[config.mk]
export PLATFORM = sky130hd
export DESIGN_NAME = speed_sampler
export DESIGN_NICKNAME = d
export VERILOG_FILES = /design/src/rtl/speed_sampler.sv
export SDC_FILE = /design/constraint.sdc
export NUM_CORES = 1
export LEC_CHECK = 0
export BUFFER_PORTS_ARGS = -buffer_cell sky130_fd_sc_hd__buf_2
export CELL_PAD_IN_SITES_DETAIL_PLACEMENT = 0
export CELL_PAD_IN_SITES_GLOBAL_PLACEMENT = 1
export CORE_ASPECT_RATIO = 0.6
export CORE_UTILIZATION = 42
export CTS_BUF_LIST = sky130_fd_sc_hd__clkbuf_4 sky130_fd_sc_hd__clkbuf_8
export DETAILED_ROUTE_END_ITERATION = 6
export GPL_TIMING_DRIVEN = 0
export PLACE_DENSITY = 0.71
export SLEW_MARGIN = 20
export SYNTH_ARGS = -nofsm -noshare
export SYNTH_HDL_FRONTEND = slang
export SYNTH_SLANG_ARGS = --single-unit
[constraint.sdc]
create_clock -name clk -period 7.5 [get_ports clk]
set_input_delay 0.375 -clock clk [delete_from_list [all_inputs] [get_ports clk]]
set_output_delay 0.375 -clock clk [all_outputs]
set_load 0.02 [all_outputs]
[src/rtl/speed_sampler.sv]
// Windowed speed sampler: captures pos1 every max(period,2) clocks, keeps a moving
// average over 2^AVG_LOG2 windows and flags a run of zero-count windows as a stall.
module speed_sampler #(
  parameter int CNT_W     = 16,
  parameter int PER_W     = 24,
  parameter int AVG_LOG2  = 2,
  parameter int STALL_LIM = 8
) (
  input  logic             clk,
  input  logic             resetn,
  input  logic             enable,
  input  logic [PER_W-1:0] period,
  input  logic [CNT_W-1:0] pos1,
  output logic             clear_pos1,
  output logic [CNT_W-1:0] raw_count,
  output logic [CNT_W-1:0] speed_avg,
  output logic             speed_valid,
  output logic             stalled
);

  localparam int                DEPTH     = 1 << AVG_LOG2;
  localparam int                SUM_W     = CNT_W + AVG_LOG2;
  localparam int                FILL_W    = AVG_LOG2 + 1;
  localparam logic [FILL_W-1:0] FILL_LAST = FILL_W'(DEPTH - 1);
  localparam logic [7:0]        STALL_TH  = 8'(STALL_LIM);

  typedef enum logic [1:0] {
    ST_IDLE = 2'd0,
    ST_FILL = 2'd1,
    ST_RUN  = 2'd2
  } state_e;

  state_e            state_q, state_d;
  logic [PER_W-1:0]  timer_q, timer_d;
  logic              clear_pos1_q, clear_pos1_d;
  logic [CNT_W-1:0]  raw_count_q, raw_count_d;
  logic [CNT_W-1:0]  speed_avg_q, speed_avg_d;
  logic              speed_valid_q, speed_valid_d;
  logic              stalled_q, stalled_d;
  logic              samp_q, samp_d;
  logic [CNT_W-1:0]  hist_q [DEPTH];
  logic [CNT_W-1:0]  hist_d [DEPTH];
  logic [SUM_W-1:0]  sum_q, sum_d;
  logic [FILL_W-1:0] fill_q, fill_d;
  logic [7:0]        stall_q, stall_d;

  // Periods of 0 and 1 are stretched to the minimum window of 2 clocks.
  function automatic logic [PER_W-1:0] win_len(input logic [PER_W-1:0] p);
    if (p < PER_W'(2)) begin
      win_len = PER_W'(2);
    end else begin
      win_len = p;
    end
  endfunction

  assign clear_pos1  = clear_pos1_q;
  assign raw_count   = raw_count_q;
  assign speed_avg   = speed_avg_q;
  assign speed_valid = speed_valid_q;
  assign stalled     = stalled_q;

  // Next-state logic: window timer, sample capture, averaging pipeline and stall run.
  always_comb begin
    state_d       = state_q;
    timer_d       = timer_q;
    clear_pos1_d  = 1'b0;
    raw_count_d   = raw_count_q;
    speed_avg_d   = speed_avg_q;
    speed_valid_d = 1'b0;
    stalled_d     = stalled_q;
    samp_d        = 1'b0;
    sum_d         = sum_q;
    fill_d        = fill_q;
    stall_d       = stall_q;
    for (int i = 0; i < DEPTH; i++) begin
      hist_d[i] = hist_q[i];
    end

    if (!enable) begin
      state_d     = ST_IDLE;
      timer_d     = PER_W'(0);
      sum_d       = SUM_W'(0);
      speed_avg_d = CNT_W'(0);
      fill_d      = FILL_W'(0);
      stall_d     = 8'd0;
      stalled_d   = 1'b0;
      for (int i = 0; i < DEPTH; i++) begin
        hist_d[i] = CNT_W'(0);
      end
    end else begin
      case (state_q)
        ST_IDLE: begin
          // The start pulse occupies one clock, so the full length lands on the timer here.
          state_d      = ST_FILL;
          timer_d      = win_len(period);
          clear_pos1_d = 1'b1;
        end
        ST_FILL, ST_RUN: begin
          if (timer_q == PER_W'(0)) begin
            timer_d     = win_len(period) - PER_W'(1);
            raw_count_d = pos1;
            samp_d      = 1'b1;
            if (pos1 == CNT_W'(0)) begin
              if (stall_q == 8'hFF) begin
                stall_d = stall_q;
              end else begin
                stall_d = stall_q + 8'd1;
              end
            end else begin
              stall_d = 8'd0;
            end
            stalled_d = (stall_d >= STALL_TH);
          end else begin
            timer_d = timer_q - PER_W'(1);
          end
          // Pre-decoded so the pulse lines up with the terminal cycle from a flop.
          clear_pos1_d = (timer_q == PER_W'(1));

          if (samp_q) begin
            hist_d[0] = raw_count_q;
            for (int i = 1; i < DEPTH; i++) begin
              hist_d[i] = hist_q[i-1];
            end
            sum_d       = sum_q + SUM_W'(raw_count_q) - SUM_W'(hist_q[DEPTH-1]);
            speed_avg_d = sum_d[SUM_W-1:AVG_LOG2];
            if (state_q == ST_RUN) begin
              speed_valid_d = 1'b1;
            end else if (fill_q == FILL_LAST) begin
              state_d       = ST_RUN;
              speed_valid_d = 1'b1;
            end else begin
              fill_d = fill_q + FILL_W'(1);
            end
          end else begin
            speed_valid_d = 1'b0;
          end
        end
        default: begin
          state_d = ST_IDLE;
        end
      endcase
    end
  end

  // State and output registers.
  always_ff @(posedge clk or negedge resetn) begin
    if (!resetn) begin
      state_q       <= ST_IDLE;
      timer_q       <= PER_W'(0);
      clear_pos1_q  <= 1'b0;
      raw_count_q   <= CNT_W'(0);
      speed_avg_q   <= CNT_W'(0);
      speed_valid_q <= 1'b0;
      stalled_q     <= 1'b0;
      samp_q        <= 1'b0;
      sum_q         <= SUM_W'(0);
      fill_q        <= FILL_W'(0);
      stall_q       <= 8'd0;
      for (int i = 0; i < DEPTH; i++) begin
        hist_q[i] <= CNT_W'(0);
      end
    end else begin
      state_q       <= state_d;
      timer_q       <= timer_d;
      clear_pos1_q  <= clear_pos1_d;
      raw_count_q   <= raw_count_d;
      speed_avg_q   <= speed_avg_d;
      speed_valid_q <= speed_valid_d;
      stalled_q     <= stalled_d;
      samp_q        <= samp_d;
      sum_q         <= sum_d;
      fill_q        <= fill_d;
      stall_q       <= stall_d;
      for (int i = 0; i < DEPTH; i++) begin
        hist_q[i] <= hist_d[i];
      end
    end
  end

endmodule

* After elaboration in Yosys (flattened, before gate mapping) *
Index checks and enable logic that the tools add are counted.

cells by class
  order comparisons = 2
  muxes and demuxes = 47
  reduce and logical (&&, ||, !) cells = 9
  add/subtract/negate cells = 6
  equality and inequality tests = 14

operator list
  cell                                                   count
  2-to-1 mux 64 bit                                      3
  2-to-1 mux 24 bit                                      6
  2-to-1 mux 8 bit                                       8
  2-to-1 mux 18 bit                                      3
  2-to-1 mux 16 bit                                      3
  one-hot mux 24 bit (2 select lines)                    1
  subtractor 24 x 1 -> 24 bit (second input constant)    2
  equality test 24 x 1 -> 1 bit (second input constant)  1
  logical NOT 24 bit                                     1
  < comparator 24 x 2 -> 1 bit (second input constant)   1
  adder 18 x 16 -> 18 bit                                1
  subtractor 18 x 16 -> 18 bit                           1
  logical NOT 16 bit                                     1
  2-to-1 mux 3 bit                                       5
  2-to-1 mux 1 bit                                       12
  != test 3 bit (second input constant)                  3
  adder 8 x 1 -> 8 bit (second input constant)           1
  equality test 8 bit (second input constant)            1
  >= comparator 8 x 4 -> 1 bit (second input constant)   1
  2-to-1 mux 2 bit                                       4
  != test 2 x 1 -> 1 bit (second input constant)         3
  AND reduction 3 bit                                    2
  != test 2 bit (second input constant)                  2
  one-hot mux 2 bit (2 select lines)                     1
  other kinds (10)                                       11

word-level totals
  register bits after elaboration = 155
  input bits = 43
  word-level logic and storage cells = 93
  output and inout port bits = 35

* Longest topological paths before layout *
  depth in word-level cells = 10
  gate-level depth with buffers = 13

* Worst setup path after synthesis *
No wires, ideal clock.

  kind = input-to-reg
  start = input period[11]
  end = register timer_q[12]
  arrival = 3.805 ns
  buffers on the path = 1
  setup slack = 3.596 ns
  cell stages on the path = 12
  setup time = 0.099 ns
  data required time = 7.401 ns
  path through = nor4_1 -> nand4b_1 -> or3_1 -> nand2_1 -> ha_1 -> or4b_4 -> buf_6 -> or4b_4 -> or4_4 -> xnor2_2 -> nor2_1 -> a311oi_1

between the ends
  word-level cells in the longest chain between the ends = 9

RTL lines
  element                                RTL line  source
  from (decl)                            12        input logic [PER_W-1:0] period,
  < comparator 24 x 2 -> 1 bit           49        if (p < PER_W'(2)) begin
  2-to-1 mux 24 bit *                    49
  2-to-1 mux 24 bit                      99        if (timer_q == PER_W'(0)) begin
  2-to-1 mux 24 bit                      91        case (state_q)
  2-to-1 mux 24 bit                      79        if (!enable) begin
  subtractor 24 x 1 -> 24 bit            100       timer_d = win_len(period) - PER_W'(1);
  2-to-1 mux 24 bit                      99
  one-hot mux 24 bit (2 select lines) *  91
  2-to-1 mux 24 bit *                    79
  to (signal assigned)                   164       timer_q <= timer_d;
  to (decl)                              34        logic [PER_W-1:0] timer_q, timer_d;

Mark *: on every way between the ends. The rest lies on a longest branch, timed or not. The select of a mux whose other input is x is not followed.
A chain may end at the register's enable or synchronous reset.

* Final worst setup path *
  start = input period[8]
  end = register timer_q[12]

Same word-level chain as after synthesis.

==> impl_metrics.py <==
metrics = {
    "logic_synthesis": {
        "synth_edf_count": 0,
        "seq_area_frac_synth_pct": 42.6,
        "synth_compound_area_share_pct": 19.3,
        "synth_adder_area_share_pct": 8.20,
        "yosys.area_share.simple_pct": 15.5,
        "ys_warn_count": 0,
        "yosysUniqueCellTypes": 68,
        "synthArstFlopShare_pct": 100,
        "synth_top_family_by_area": "compound AO/OA/AOI/OAI gates",
        "ys_ff_latch": 139,
        "synthMuxAreaShare_pct": 2.40,
        "syn_area_per_cell_um2": 9.38,
        "syn_nets": 958,
        "synth_area_um2": 8170,
        "synth-xor-area-share_pct": 5.02,
        "synth_cells": 871,
        "synthFlopType": "dfrtp_1",
    },
    "cells_and_area": {
        "area_growth_pct": 14.6,
        "layout-drive-gt1-share_pct": 15.1,
        "finalNonFillerCells": 1227,
        "fin_nets": 1055,
        "antennaDiodeCount": 0,
        "fill_cells": 1845,
    },
    "floorplanning": {
        "rows": 39,
        "die_area_um2": 20000,
        "num_io_pins": 78,
        "chipWidth_um": 182,
        "core_area_um2": 19000,
        "dieHeight_um": 110,
        "start_util_pct": 43.0,
    },
    "job": {
        "cap_violations": 0,
    },
    "clock_tree": {
        "ctsHtreeMaxLevel": 4,
        "cts_buffers": 17,
        "cts_hold_buf": 1,
        "cts_sinks": 139,
        "cts_tree": "yes",
        "cts-root-buf": "clkbuf_8",
        "clk_latency_ns": 0.47,
        "post_cts_buffers": 0,
        "cts_resized": 0,
        "cts_buffer_depth": 2,
        "clkTransAtPathRegs_ns": 0.08,
    },
    "power": {
        "p_leak_nw": 4.44,
        "powerDensity_nw_per_um2": 238,
        "peakVddDrop_uv": 113,
    },
    "timing": {
        "slew_viol_final": 0,
        "timing.final.crit_share_pct": 57.6,
        "fin_crit_ns": 4.32,
        "hold_ws_ns": 0.137,
        "setup_violations": 0,
        "relSlewSlack_pct": 44.9,
        "skew_ns": 0.0168,
        "fmax_mhz": 232,
        "worst_pin_slew_ns": 0.819,
        "tns_ns": 0,
        "grt_setup_unrepaired": "false",
        "hold_viol": 0,
    },
    "setup_path": {
        "cp.arrival_ns": 4.67,
        "worstSetupStartpointType": "input pin",
        "path_max_fanout": 10,
        "cp.required_ns": 7.85,
        "critPathKind": "input pin to register",
        "end_kind": "register",
    },
    "global_routing": {
        "grt_pass1_wl_um": 37200,
        "grtUsageTotal_pct": 25.1,
        "overflow": 0,
        "grt_max_degree": 91,
        "antenna_found_initial": 0,
        "grt_pass1_vias": 6239,
    },
    "drt": {
        "drtIter0Drc": 607,
        "wl_per_cell_um": 19.5,
        "drt-total-wl_um": 23900,
        "final_antenna_net_count": 0,
        "num_vias": 6818,
        "viasPerCell": 5.56,
        "drc": 0,
        "dr.pass1.iters": 7,
    },
    "run_status": {
        "status": "complete, no violations",
    },
    "placement": {
        "io_buffers": 76,
        "hpwl_um": 17700,
        "place_inst": 1194,
        "place.gp.congestion": 0.848,
    },
    "hold_path": {
        "hold_class": "input pin to register",
    },
}
-- synthesized netlist by cell type, types with 6 or more instances --
cell type  count  area [um^2]
a211oi_1      11         82.6
a21o_1         8         60.1
a21oi_1       35          175
a22o_1        52          455
and2_1         6         37.5
buf_4         16          120
clkbuf_1      28          105
dfrtp_1      139         3480
fa_1          16          320
ha_1          28          350
inv_1         76          285
mux2i_1       14          140
nand2_1       91          342
nand2b_1       6         37.5
nand3_1       13         65.1
nand4_1        8         50.1
nor2_1        58          218
nor2b_1        8         50.1
nor3_1        15         75.1
nor4_1        16          100
o21ai_0       79          395
or3_1          6         37.5
xnor2_1       17          149
xor2_1        28          245
-- worst max-delay path: stages --
cell and delay [ns]:
buf_2 0.14, nor4_1 0.60, nand4b_1 0.47, or3_1 0.61, nand2_1 0.14, ha_1 0.21, or4b_4 0.48, buf_6 0.16
or4b_4 0.55, or4_4 0.44, xnor2_2 0.14, nor2_1 0.05, a311oi_1 0.29
-- final timing paths --
| check | startpoint | to | slack (ns) | cells after the start |
|---|---|---|---|---|
| max reg2reg | raw_count[1]$_DFFE_PN0P_ | speed_avg[14]$_DFFE_PN0P_ | 3.99 | 10 |
| max in group asynchronous | resetn | raw_count[11]$_DFFE_PN0P_ | 6.26 | 3 |
| min reg2reg | stalled$_DFFE_PN0P_ | stalled$_DFFE_PN0P_ | 0.47 | 2 |
| min in group asynchronous | resetn | speed_avg[1]$_DFFE_PN0P_ | 0.40 | 2 |
| max | period[8] | timer_q[12]$_DFFE_PN0P_ | 3.18 | 13 |
| min | pos1[13] | raw_count[13]$_DFFE_PN0P_ | 0.14 | 3 |
-- cell families after synthesis --
family,Yosys count
xor gates and xnor gates,46
muxes,19
buffers and inverters,130
DFF,139
adders and majority gates,44
AOI/OAI and AO/OA,235
and+or+nand+nor,258
-- flip-flops by register name, summed over array words and instances, names as in the netlist --
signal       count
timer_q         24
stall_q          8
stalled          1
sum_q            3
speed_valid      1
speed_avg       15
fill_q           3
raw_count       16
samp_q           1
hist_q          64
state_q          2
clear_pos1       1
-- cell type report --
| type | count | area [um^2] | area share [%] |
|---|---|---|---|
| plain buffers | 54 | 285 | 3.05 |
| clock buffers | 24 | 293 | 3.13 |
| clock inverters | 8 | 165 | 1.76 |
| inverters | 76 | 285 | 3.05 |
| multi-input cells | 602 | 4130 | 44.0 |
| flip-flops and latches | 139 | 3480 | 37.1 |
| well taps | 246 | 308 | 3.29 |
| repair buffers | 78 | 428 | 4.57 |
-- metal layers --
layer | global-route usage (%) | vias to the layer above | part of all wire, %
met2 | 31.1 | 194 | 36
li1 | - | 3250 | -
met1 | 41.7 | 3355 | 57
met4 | 6.06 | 0 | 0.92
met3 | 5.91 | 19 | 6.5
met5 | 0 | - | 0
-- cells in the final DEF, fill, tap and decap left out, types with 14 or more instances in the layout --
cell type  Yosys  layout
nor3_1        15      15
fa_1          16      16
clkbuf_8       0      18
nand2_1       91      91
xnor2_1       17      17
clkbuf_1      28      28
mux2i_1       14      14
dfrtp_1      139     139
buf_2          5      80
a21oi_1       35      35
inv_1         76      76
xor2_1        28      28
o21ai_0       79      79
buf_4         16      16
nor4_1        16      16
ha_1          28      28
nor2_1        58      58
a22o_1        52      52
-- stage by stage --
step                area (um^2)  utilization, %  power [mW]  setup WS [ns]
detailed placement         8900            46.8        1.50           2.82
CTS                        9370            49.2        2.23           3.30
global route               9370            49.2        2.35           3.09
global placement           8860            46.6        1.50           2.79
finish                     9370            49.2        2.23           3.18
floorplan                  8170               -        1.30           3.60
-- report_power, final --
part / internal [mW] / switching [mW]
clock: 0.425 / 0.300
combinational: 0.259 / 0.423
sequential: 0.784 / 0.0352
total: 1.47 / 0.758
Power figures use the tool's default switching activity.
